==> config.mk <==
export PLATFORM = sky130hd
export DESIGN_NAME = dsp_hb_supervisor
export DESIGN_NICKNAME = d
export VERILOG_FILES = /design/src/rtl/dsp_hb_supervisor.sv
export SDC_FILE = /design/constraint.sdc
export NUM_CORES = 1
export LEC_CHECK = 0
export CORE_UTILIZATION = 35
export CTS_CLUSTER_DIAMETER = 80
export CTS_CLUSTER_SIZE = 25
export DETAILED_ROUTE_END_ITERATION = 7
export PLACE_DENSITY = 0.65
export SLEW_MARGIN = 10
export SYNTH_ARGS = -nofsm -noshare
export SYNTH_HDL_FRONTEND = slang
export SYNTH_SLANG_ARGS = --single-unit
==> constraint.sdc <==
create_clock -name clk_20M -period 2 [get_ports clk_20M]
set_input_delay 0.2 -clock clk_20M [delete_from_list [all_inputs] [get_ports clk_20M]]
set_output_delay 0.2 -clock clk_20M [all_outputs]
set_load 0.005 [all_outputs]
==> src/rtl/dsp_hb_supervisor.sv <==
// -----------------------------------------------------------------------------
// dsp_hb_supervisor
//
// Heartbeat supervisor for N_CH DSPs that share the external bus (XZCS6 zone).
// Each DSP must write to its own heartbeat address (HB_BASE + channel) at
// regular intervals. When the heartbeats stop, the channel raises a fault and
// drives a timed reset pulse to its DSP. A re-init window follows the pulse.
// After MAX_RETRY failed recoveries the channel locks out until software
// clears it with i_clr_lock. A global XINT flag, set and cleared by bus
// writes, is merged into XINT_DSP_ERR.
//
// Ports
//   clk_20M       system clock (20 MHz)
//   reset_n       asynchronous active-low reset, synchronous release upstream
//   XZCS6, XWE    DSP zone-6 chip select and write enable (active low, async)
//   DSP_A         DSP address bus (async)
//   i_wd_err      per-channel external watchdog fault, overrides this block
//   i_clr_lock    per-channel lockout clear pulse
//   o_dsp_rst     per-channel DSP reset drive (active high)
//   o_ch_fault    per-channel fault flag
//   o_lock        per-channel lockout flag
//   o_retry       per-channel retry count, channel k in [4k+3:4k]
//   XINT_DSP_ERR  XINT flag OR any channel fault
//   dbg_state     per-channel FSM state, channel k in [2k+1:2k]
//                 (0 MON, 1 RST, 2 INIT, 3 LOCK)
// -----------------------------------------------------------------------------
module dsp_hb_supervisor #(
   parameter int                N_CH      = 2,
   parameter int                ADDR_W    = 16,
   parameter logic [ADDR_W-1:0] HB_BASE   = 16'h0350,
   parameter logic [ADDR_W-1:0] XINT_SET  = 16'h035A,
   parameter logic [ADDR_W-1:0] XINT_CLR  = 16'h03A5,
   parameter int                TICK_DIV  = 100,
   parameter int                T_ERR     = 600,
   parameter int                T_RST     = 200,
   parameter int                T_INIT    = 20000,
   parameter int                MAX_RETRY = 3
) (
   input  logic                clk_20M,
   input  logic                reset_n,
   input  logic                XZCS6,
   input  logic                XWE,
   input  logic [ADDR_W-1:0]   DSP_A,
   input  logic [N_CH-1:0]     i_wd_err,
   input  logic [N_CH-1:0]     i_clr_lock,
   output logic [N_CH-1:0]     o_dsp_rst,
   output logic [N_CH-1:0]     o_ch_fault,
   output logic [N_CH-1:0]     o_lock,
   output logic [4*N_CH-1:0]   o_retry,
   output logic                XINT_DSP_ERR,
   output logic [2*N_CH-1:0]   dbg_state
);

   typedef enum logic [1:0] {
      ST_MON  = 2'd0,
      ST_RST  = 2'd1,
      ST_INIT = 2'd2,
      ST_LOCK = 2'd3
   } state_t;

   // Match vector layout: [N_CH-1:0] heartbeats, [N_CH] XINT set, [N_CH+1] XINT clear
   localparam int NM = N_CH + 2;
   localparam int PW = (TICK_DIV > 1) ? $clog2(TICK_DIV) : 1;

   logic [NM-1:0] match;
   logic [NM-1:0] sync1, sync2, sync3;
   logic [NM-1:0] evt;
   logic          xint_flag;
   logic [PW-1:0] presc;
   logic          tick;

   // Address decode straight off the asynchronous bus; the synchronizer
   // below absorbs any decode glitches.
   always_comb begin
      match = '0;
      for (int k = 0; k < N_CH; k++) begin
         match[k] = (DSP_A == HB_BASE + ADDR_W'(k));
      end
      match[N_CH]   = (DSP_A == XINT_SET);
      match[N_CH+1] = (DSP_A == XINT_CLR);
      if (XZCS6 || XWE) begin
         match = '0;
      end
   end

   // Two-flop synchronizer plus an edge-detect flop, so a held write
   // gives exactly one event.
   always_ff @(posedge clk_20M or negedge reset_n) begin
      if (!reset_n) begin
         sync1 <= '0;
         sync2 <= '0;
         sync3 <= '0;
      end else begin
         sync1 <= match;
         sync2 <= sync1;
         sync3 <= sync2;
      end
   end

   assign evt = sync2 & ~sync3;

   always_ff @(posedge clk_20M or negedge reset_n) begin
      if (!reset_n) begin
         xint_flag <= 1'b0;
      end else if (evt[N_CH]) begin
         xint_flag <= 1'b1;
      end else if (evt[N_CH+1]) begin
         xint_flag <= 1'b0;
      end
   end

   // Shared prescaler: tick is high in the last count of each period.
   assign tick = (presc == PW'(TICK_DIV - 1));

   always_ff @(posedge clk_20M or negedge reset_n) begin
      if (!reset_n) begin
         presc <= '0;
      end else if (tick) begin
         presc <= '0;
      end else begin
         presc <= presc + PW'(1);
      end
   end

   for (genvar k = 0; k < N_CH; k++) begin : g_ch
      state_t      state;
      logic [15:0] cnt;
      logic [3:0]  retry;
      logic        fault_q;
      logic        rst_q;
      logic        lock_q;
      logic [15:0] lim;

      // MON and INIT share the timeout path; only the limit differs.
      assign lim = (state == ST_INIT) ? 16'(T_INIT - 1) : 16'(T_ERR - 1);

      always_ff @(posedge clk_20M or negedge reset_n) begin
         if (!reset_n) begin
            state   <= ST_MON;
            cnt     <= '0;
            retry   <= '0;
            fault_q <= 1'b0;
            rst_q   <= 1'b0;
            lock_q  <= 1'b0;
         end else if (i_wd_err[k]) begin
            // External watchdog owns the DSP; park the channel unless locked.
            if (state != ST_LOCK) begin
               state   <= ST_MON;
               cnt     <= '0;
               fault_q <= 1'b0;
               rst_q   <= 1'b0;
               lock_q  <= 1'b0;
            end
         end else begin
            case (state)
               ST_MON, ST_INIT: begin
                  if (evt[k]) begin
                     // A heartbeat beats a coincident timeout tick.
                     state   <= ST_MON;
                     cnt     <= '0;
                     fault_q <= 1'b0;
                     if (state == ST_MON) begin
                        retry <= '0;
                     end
                  end else if (tick) begin
                     if (cnt == lim) begin
                        cnt     <= '0;
                        fault_q <= 1'b1;
                        if (retry < 4'(MAX_RETRY)) begin
                           state <= ST_RST;
                           retry <= retry + 4'd1;
                           rst_q <= 1'b1;
                        end else begin
                           state  <= ST_LOCK;
                           lock_q <= 1'b1;
                           rst_q  <= 1'b0;
                        end
                     end else begin
                        cnt <= cnt + 16'd1;
                     end
                  end
               end
               ST_RST: begin
                  if (tick) begin
                     if (cnt == 16'(T_RST - 1)) begin
                        state <= ST_INIT;
                        cnt   <= '0;
                        rst_q <= 1'b0;
                     end else begin
                        cnt <= cnt + 16'd1;
                     end
                  end
               end
               ST_LOCK: begin
                  if (i_clr_lock[k]) begin
                     state   <= ST_MON;
                     cnt     <= '0;
                     fault_q <= 1'b0;
                     lock_q  <= 1'b0;
                     retry   <= '0;
                  end
               end
               default: begin
                  state <= ST_MON;
               end
            endcase
         end
      end

      assign o_dsp_rst[k]       = rst_q;
      assign o_ch_fault[k]      = fault_q;
      assign o_lock[k]          = lock_q;
      assign o_retry[4*k +: 4]  = retry;
      assign dbg_state[2*k +: 2] = state;
   end

   assign XINT_DSP_ERR = xint_flag | (|o_ch_fault);

endmodule

==> impl_metrics.toml, run 1 <==
[global_routing]
grt_pass1_wl_um = 16620
overflow = 0
track_usage_pct = 18.59
grt_max_degree = 71
antenna_found_initial = 0
grt_pass1_vias = 3600

[timing]
setup_ws_ns = -0.2797
rsz0062_at_grt = "true"
hold_viol_final = 0
slew_headroom_pct = 67.19
fin_crit_sh_pct = 114.0
worst_slew_pin_slew_ns = 0.4917
max_freq_mhz = 438.7
setup_violations = 40
slew_violations = 0
fin_worst_skew_ns = 0.006383
post-route-min-period_ns = 2.280

[power_and_ir_drop]
p_sw_share_pct = 33.16
p_switching_w = 0.001788
cellLeakagePower_nw = 2.508
p_int_w = 0.003603
seqPwrFrac_pct = 31.3
pwr_density_cell_nw_per_um2 = 947.6
total_power_w = 0.005391
combPwrFrac_pct = 42.3
clockPowerShare_pct = 26.3
peakVddDrop_v = 0.0004329

[synthesis]
synth_mux_area_share_pct = 3.554
syn_area_per_cell_um2 = 9.499
seq_area_frac_synth_pct = 45.65
synthArstFlopShare_pct = 100.0
synth_adder_area_share_pct = 1.630
ys_ff_latch = 70
synth_xor_area_share_pct = 2.739
ys.flop_type = "dfrtp_1"
syn-num-nets = 433
synth_cell_type_count = 63
synthCells = 404
yosysWarnings = 0
synth-simple-area-share_pct = 26.54
synth_top_family_by_area = "simple AND/OR/NAND/NOR gates"
synth-edff-count = 0
synth-compound-area-share_pct = 15.81
syn_area_um2 = 3837

[job]
max-cap-violations = 0

[placed_design]
io_buffers = 42
dp_cells = 648
dpl.hpwl_um = 7001
gp_congestion = 0.8393

[cts]
clock-sinks = 70
path_clk_slew_ns = 0.08
cts-root-buf = "clkbuf_8"
clk_path_buf_depth = 2
htreeDepth = 3
insertion_delay_ns = 0.36
cts_tree = "built"
cts_buffers = 9

[routing]
drt_wl_total_um = 10110
routedWlPerCell_um = 14.86
antenna_left = 0
vias = 3593
vias_per_cell = 5.284
drtIter0Drc = 273
drc_errors = 0
first_pass_iters = 4

[worst_setup_path]
slowest_delay_ns = 0.41
r2r_slack_ns = -0.28
slowest_stage = "dfrtp_1"
path_cells = "buf_4 > nor4_4 > nand3_2 > a2111oi_4 > buf_4 > o21a_4 > buf_12 > o21ai_2 > a22o_1"
worst-setup-path-type = "reg -> reg"
worstPathArrival_ns = 2.52
cp_max_fo = 5
end_kind = "flop"
start_kind = "flop"
crit_required_ns = 2.25
crit_top_cell = "buf_4"

[die]
num_rows = 37
dieWidth_um = 106.7
dieArea_um2 = 11390
die_h_um = 106.7
core_um2 = 10460
initial_utilization_pct = 36.68
pin_count = 43

[final_layout]
final_net_count = 568
antenna_cells = 0
drive_above_1_share_pct = 32.54
final_cell_count_no_fill = 680
area_growth_syn_to_layout_pct = 48.26

[run_status]
status = "finished, violations left"
failed_checks = "setup timing"

[min_path]
hp-class = "reg -> reg"
==> power groups by stage <==
| stage | combinational (W) | sequential [W] | clock, W |
|---|---|---|---|
| after floorplan | 0.000975 | 0.00175 | 0 |
| after global placement | 0.00190 | 0.00170 | 0 |
| after detailed placement | 0.00195 | 0.00171 | 0 |
| after CTS | 0.00218 | 0.00168 | 0.00144 |
| after global routing | 0.00247 | 0.00171 | 0.00150 |
| final | 0.00228 | 0.00169 | 0.00142 |
==> placed cells by master, fill, tap and decap left out, types with 4 or more instances in the layout <==
cell type and count:
or3_1 4, buf_6 11, a22o_1 11, ha_1 5, o211ai_1 4, clkbuf_8 9, buf_12 5, nand4_1 9
xnor2_1 11, nor2_4 5, mux2i_1 7, nor2_1 34, nand3_1 17, a21oi_2 4, dfrtp_1 70, nor2b_1 12
buf_4 82, clkdlybuf4s50_1 41, and2_1 5, and3_1 13, o21ai_1 5, nand2_1 34, o21ai_0 11, nand2b_1 5
inv_1 12, a21oi_1 9, nor3_1 18, o21ai_2 7
==> cell families after synthesis <==
| kind of cell | after synthesis |
|---|---|
| buf+inv | 30 |
| simple gates | 190 |
| fa+ha+maj | 5 |
| flops | 70 |
| mux | 13 |
| xor+xnor | 12 |
| compound gates | 84 |
==> cell type report <==
cell class	count	area (um^2)
Multi-Input combinational cell	305	2213
Clock inverter	7	120.1
Tap cell	136	170.2
Timing Repair Buffer	141	1265
Sequential cell	70	1752
Fill cell	924	4773
Inverter	12	45.04
Clock buffer	9	123.9
==> layer usage <==
metal	vias up	routed length [um]	track usage [%]
met2	88	5068	31.06
met3	21	343	2.553
li1	1744	-	-
met4	0	290	10.57
met5	-	0	0
met1	1740	4403	23.02
==> metrics by stage <==
step	utilization [%]	hold WS (ns)	TNS [ns]	cell area [um^2]	worst slack, ns
6_report	54.38	0.3563	-5.877	5689	-0.2797
5_1_grt	54.38	0.3771	-10.47	5689	-0.3862
4_1_cts	53.26	0.3575	-4.669	5573	-0.2117
3_5_place_dp	48.27	0.2586	-5.212	5050	-0.2352
3_3_place_gp	48.27	0.2548	-3.427	5050	-0.1827
2_1_floorplan	-	-0.09559	-2.574	3908	-0.1763
==> critical path, delay by kind of cell, from the launching register on <==
| family | cells | cell delay (ns) |
|---|---|---|
| simple gates | 2 | 0.43 |
| buf+inv | 3 | 0.49 |
| compound gates | 4 | 0.83 |
| flops | 1 | 0.41 |
==> synth_stat cells, types with 6 or more instances <==
cell | n | area [um^2]
dfrtp_1 | 70 | 1752
nor2_1 | 41 | 153.9
nand2_1 | 36 | 135.1
nand3_1 | 19 | 95.09
nor3_1 | 18 | 90.09
o21ai_0 | 16 | 80.08
a21oi_1 | 14 | 70.07
and3_1 | 13 | 81.33
a22o_1 | 12 | 105.1
inv_1 | 12 | 45.04
nor2b_1 | 12 | 75.07
xnor2_1 | 11 | 96.34
nand4_1 | 9 | 56.30
mux2i_1 | 8 | 80.08
o21ai_1 | 8 | 40.04
and2_1 | 7 | 43.79
buf_4 | 6 | 45.04
nand2b_1 | 6 | 37.54
==> sequential cells by signal, summed over array words and instances, names as in the netlist <==
register,count
sync3,4
presc,7
g_ch.retry,8
sync1,4
xint_flag,1
g_ch.rst_q,2
g_ch.state,4
sync2,4
g_ch.lock_q,2
g_ch.fault_q,2
g_ch.cnt,32
==> final timing paths <==
check	startpoint	end	cells after the start
max	g_ch[0].cnt[11]	g_ch[0].cnt[7]	9
min	sync1[2]	sync2[2]	0
max reg2reg	g_ch[0].cnt[11]	g_ch[0].cnt[7]	9
min reg2reg	sync1[2]	sync2[2]	0
max in group asynchronous	reset_n	g_ch[0].cnt[9]	3
min in group asynchronous	reset_n	g_ch[1].cnt[7]	3
==> repair_timing <==
action / in CTS / in global routing
buffers inserted: 12 / 5
hold buffers: 1 / 0
pin swaps: 19 / 14
endpoints found under the hold margin: 70 / 0
setup endpoints to repair: 44 / 48
resized for setup: 40 / 25
cloned: 1 / 0
(Power assumes the default switching activity.)
==> run 2, diff against run 1 <==
--- a/config.mk
+++ b/config.mk
@@ -5,6 +5,7 @@
 export SDC_FILE = /design/constraint.sdc
 export NUM_CORES = 1
 export LEC_CHECK = 0
+export CAP_MARGIN = 20
 export CORE_UTILIZATION = 35
 export CTS_CLUSTER_DIAMETER = 80
 export CTS_CLUSTER_SIZE = 25
==> results of run 2 <==
The final DEF is identical to that of run 1; final timing and power are the same.
==> run 3, diff against run 2 <==
--- a/config.mk
+++ b/config.mk
@@ -10,7 +10,8 @@
 export CTS_CLUSTER_DIAMETER = 80
 export CTS_CLUSTER_SIZE = 25
 export DETAILED_ROUTE_END_ITERATION = 7
-export PLACE_DENSITY = 0.65
+export MAX_ROUTING_LAYER = met4
+export PLACE_DENSITY = 0.63
 export SLEW_MARGIN = 10
 export SYNTH_ARGS = -nofsm -noshare
 export SYNTH_HDL_FRONTEND = slang
==> constraint.sdc (replaced) <==
create_clock -name clk_20M -period 2.45 [get_ports clk_20M]
set_input_delay 0.245 -clock clk_20M [delete_from_list [all_inputs] [get_ports clk_20M]]
set_output_delay 0.245 -clock clk_20M [all_outputs]
set_load 0.005 [all_outputs]
==> run 3 against run 2 <==
  * The run now ends clean
  * Setup slack improved by 0.41 ns
  * Design area is 17% lower
  * Critical endpoint is now g_ch[1].cnt[12]
  * Largest power group is now registers
  * Die area did not move
  * Largest cell class unchanged
  * Fmax is 1.5% lower
  * Global-route usage fell by 1.5 points
  * First-iteration DRC count fell by 72%
==> impl_metrics.toml, run 3 (synthesized netlist as in run 1, its figures left out) <==
[final_layout]
top_regs = "g_ch.cnt: 32 flops, g_ch.retry: 8 flops, presc: 7 flops"
final_area_um2 = 4732
final_common_cell = "dfrtp_1"
area_growth_syn_to_layout_pct = 23.31
top_register = "g_ch.cnt"
antenna_cells = 0
most-common-layout-cells = "70 x dfrtp_1, 41 x clkdlybuf4s50_1, 40 x nor2_1"
largest_reg_flops = 32
drive_above_1_share_pct = 13.38
final_net_count = 495

[timing]
slew_violations = 0
slew_headroom_pct = 64.21
hold_ws_ns = 0.3514
hold_viol_final = 0
fin_crit_sh_pct = 94.48
setup_violations = 0
fin_worst_skew_ns = 0.01401
worst_slew_pin_slew_ns = 0.5368
rsz0062_at_grt = "false"
max_freq_mhz = 432.0
final.setup.tns_ns = 0
post-route-min-period_ns = 2.315

[die]
die_h_um = 106.7
dieArea_um2 = 11390
num_rows = 37
pin_count = 43
initial_utilization_pct = 36.68
core_um2 = 10460
dieWidth_um = 106.7

[placed_design]
place_area_um2 = 4507
io_buffers = 42
dpl.hpwl_um = 6221
gp_congestion = 0.8211

[routing]
drtIter0Drc = 77
routedWlPerCell_um = 14.22
antenna_left = 0
drc_errors = 0
vias_per_cell = 5.277
vias = 3203
first_pass_iters = 5
drt_wl_total_um = 8631

[cts]
htreeDepth = 3
cts_tree = "built"
cts-root-buf = "clkbuf_8"
insertion_delay_ns = 0.35
clock-sinks = 70
clk_path_buf_depth = 2
cts_buffers = 9
path_clk_slew_ns = 0.08

[global_routing]
grt_pass1_vias = 3161
overflow = 0
grt_max_degree = 26
antenna_found_initial = 0
track_usage_pct = 17.13
grt_pass1_wl_um = 15050

[power_and_ir_drop]
total_power_w = 0.003600
peakVddDrop_v = 0.0005005
pwr_density_cell_nw_per_um2 = 760.7
cellLeakagePower_nw = 2.043

[min_path]
hp-class = "reg -> reg"

[worst_setup_path]
crit_required_ns = 2.69
end_kind = "flop"
cp_max_fo = 9
worstPathArrival_ns = 2.56
worst-setup-path-type = "reg -> reg"
start_kind = "flop"

[job]
max-cap-violations = 0

[run_status]
status = "finished, final reports clean"
[run 3: cell types whose count changed in the layout (fill, tap and decap cells not counted), moves of 5 or more]
cell | before | now
buf_4 | 82 | 26
buf_6 | 11 | 0
buf_12 | 5 | 0
o21ai_2 | 7 | 0
nor2_1 | 34 | 40
o21ai_0 | 11 | 16
a21oi_1 | 9 | 14
[run 3: stage by stage]
step | util [%] | std cells | setup WS, ns
finish | 45.23 | 607 | 0.1352
global route | 45.23 | 607 | 0.01528
CTS | 45.08 | 607 | 0.01476
detailed placement | 43.08 | 590 | -0.07689
global placement | 43.08 | 590 | -0.01190
floorplan | - | 404 | 0.2409
[run 3: worst paths after layout]
check                                start               end  slack [ns]  cells past startpoint
setup / recovery           g_ch[1].cnt[10]   g_ch[1].cnt[12]        0.14                      6
max in group asynchronous          reset_n  g_ch[1].state[0]        1.30                      3
min in group asynchronous          reset_n  g_ch[0].retry[3]        0.40                      2
setup reg to reg           g_ch[1].cnt[10]   g_ch[1].cnt[12]        0.14                      6
hold reg to reg                   sync1[3]          sync2[3]        0.35                      0
hold / removal                    sync1[3]          sync2[3]        0.35                      0
[run 3: final cells by class]
cell class	instances	area (um^2)
sequential	70	1752
tap	136	170.2
fill	1029	5731
clock buffer	11	141.4
inverter	12	45.04
multi-input combinational	304	1944
timing repair buffer	69	620.6
clock inverter	5	58.81
[run 3: metal layers]
layer | part of all wire (%) | vias to the layer above | track usage (%)
met1 | 48 | 1540 | 22.15
met2 | 47 | 61 | 26.87
met4 | 1.1 | 0 | 5.675
li1 | - | 1591 | -
met3 | 3.6 | 11 | 3.526
met5 | 0 | - | -
[run 3: repair_timing]
| item | CTS | global route |
|---|---|---|
| endpoints found under the hold margin | 22 | 0 |
| gates resized for setup | 0 | 3 |
| hold buffers | 1 | 0 |
| setup endpoints to repair | 0 | 12 |
| buffers inserted | 0 | 0 |
[run 3: critical path: stages, from the launching register on]
cell      delay (ns)
dfrtp_1         0.42
or4b_1          0.57
nor3_2          0.19
o211ai_2        0.14
a22o_1          0.39
and2_4          0.22
a221o_1         0.29
[run 3: power by group]
| part | leakage [nW] | total (W) | internal, W | switching (W) |
|---|---|---|---|---|
| sequential | 0.942 | 0.00143 | 0.00128 | 0.000148 |
| combinational | 1.01 | 0.00122 | 0.000595 | 0.000626 |
| clock | 0.0955 | 0.000952 | 0.000498 | 0.000454 |
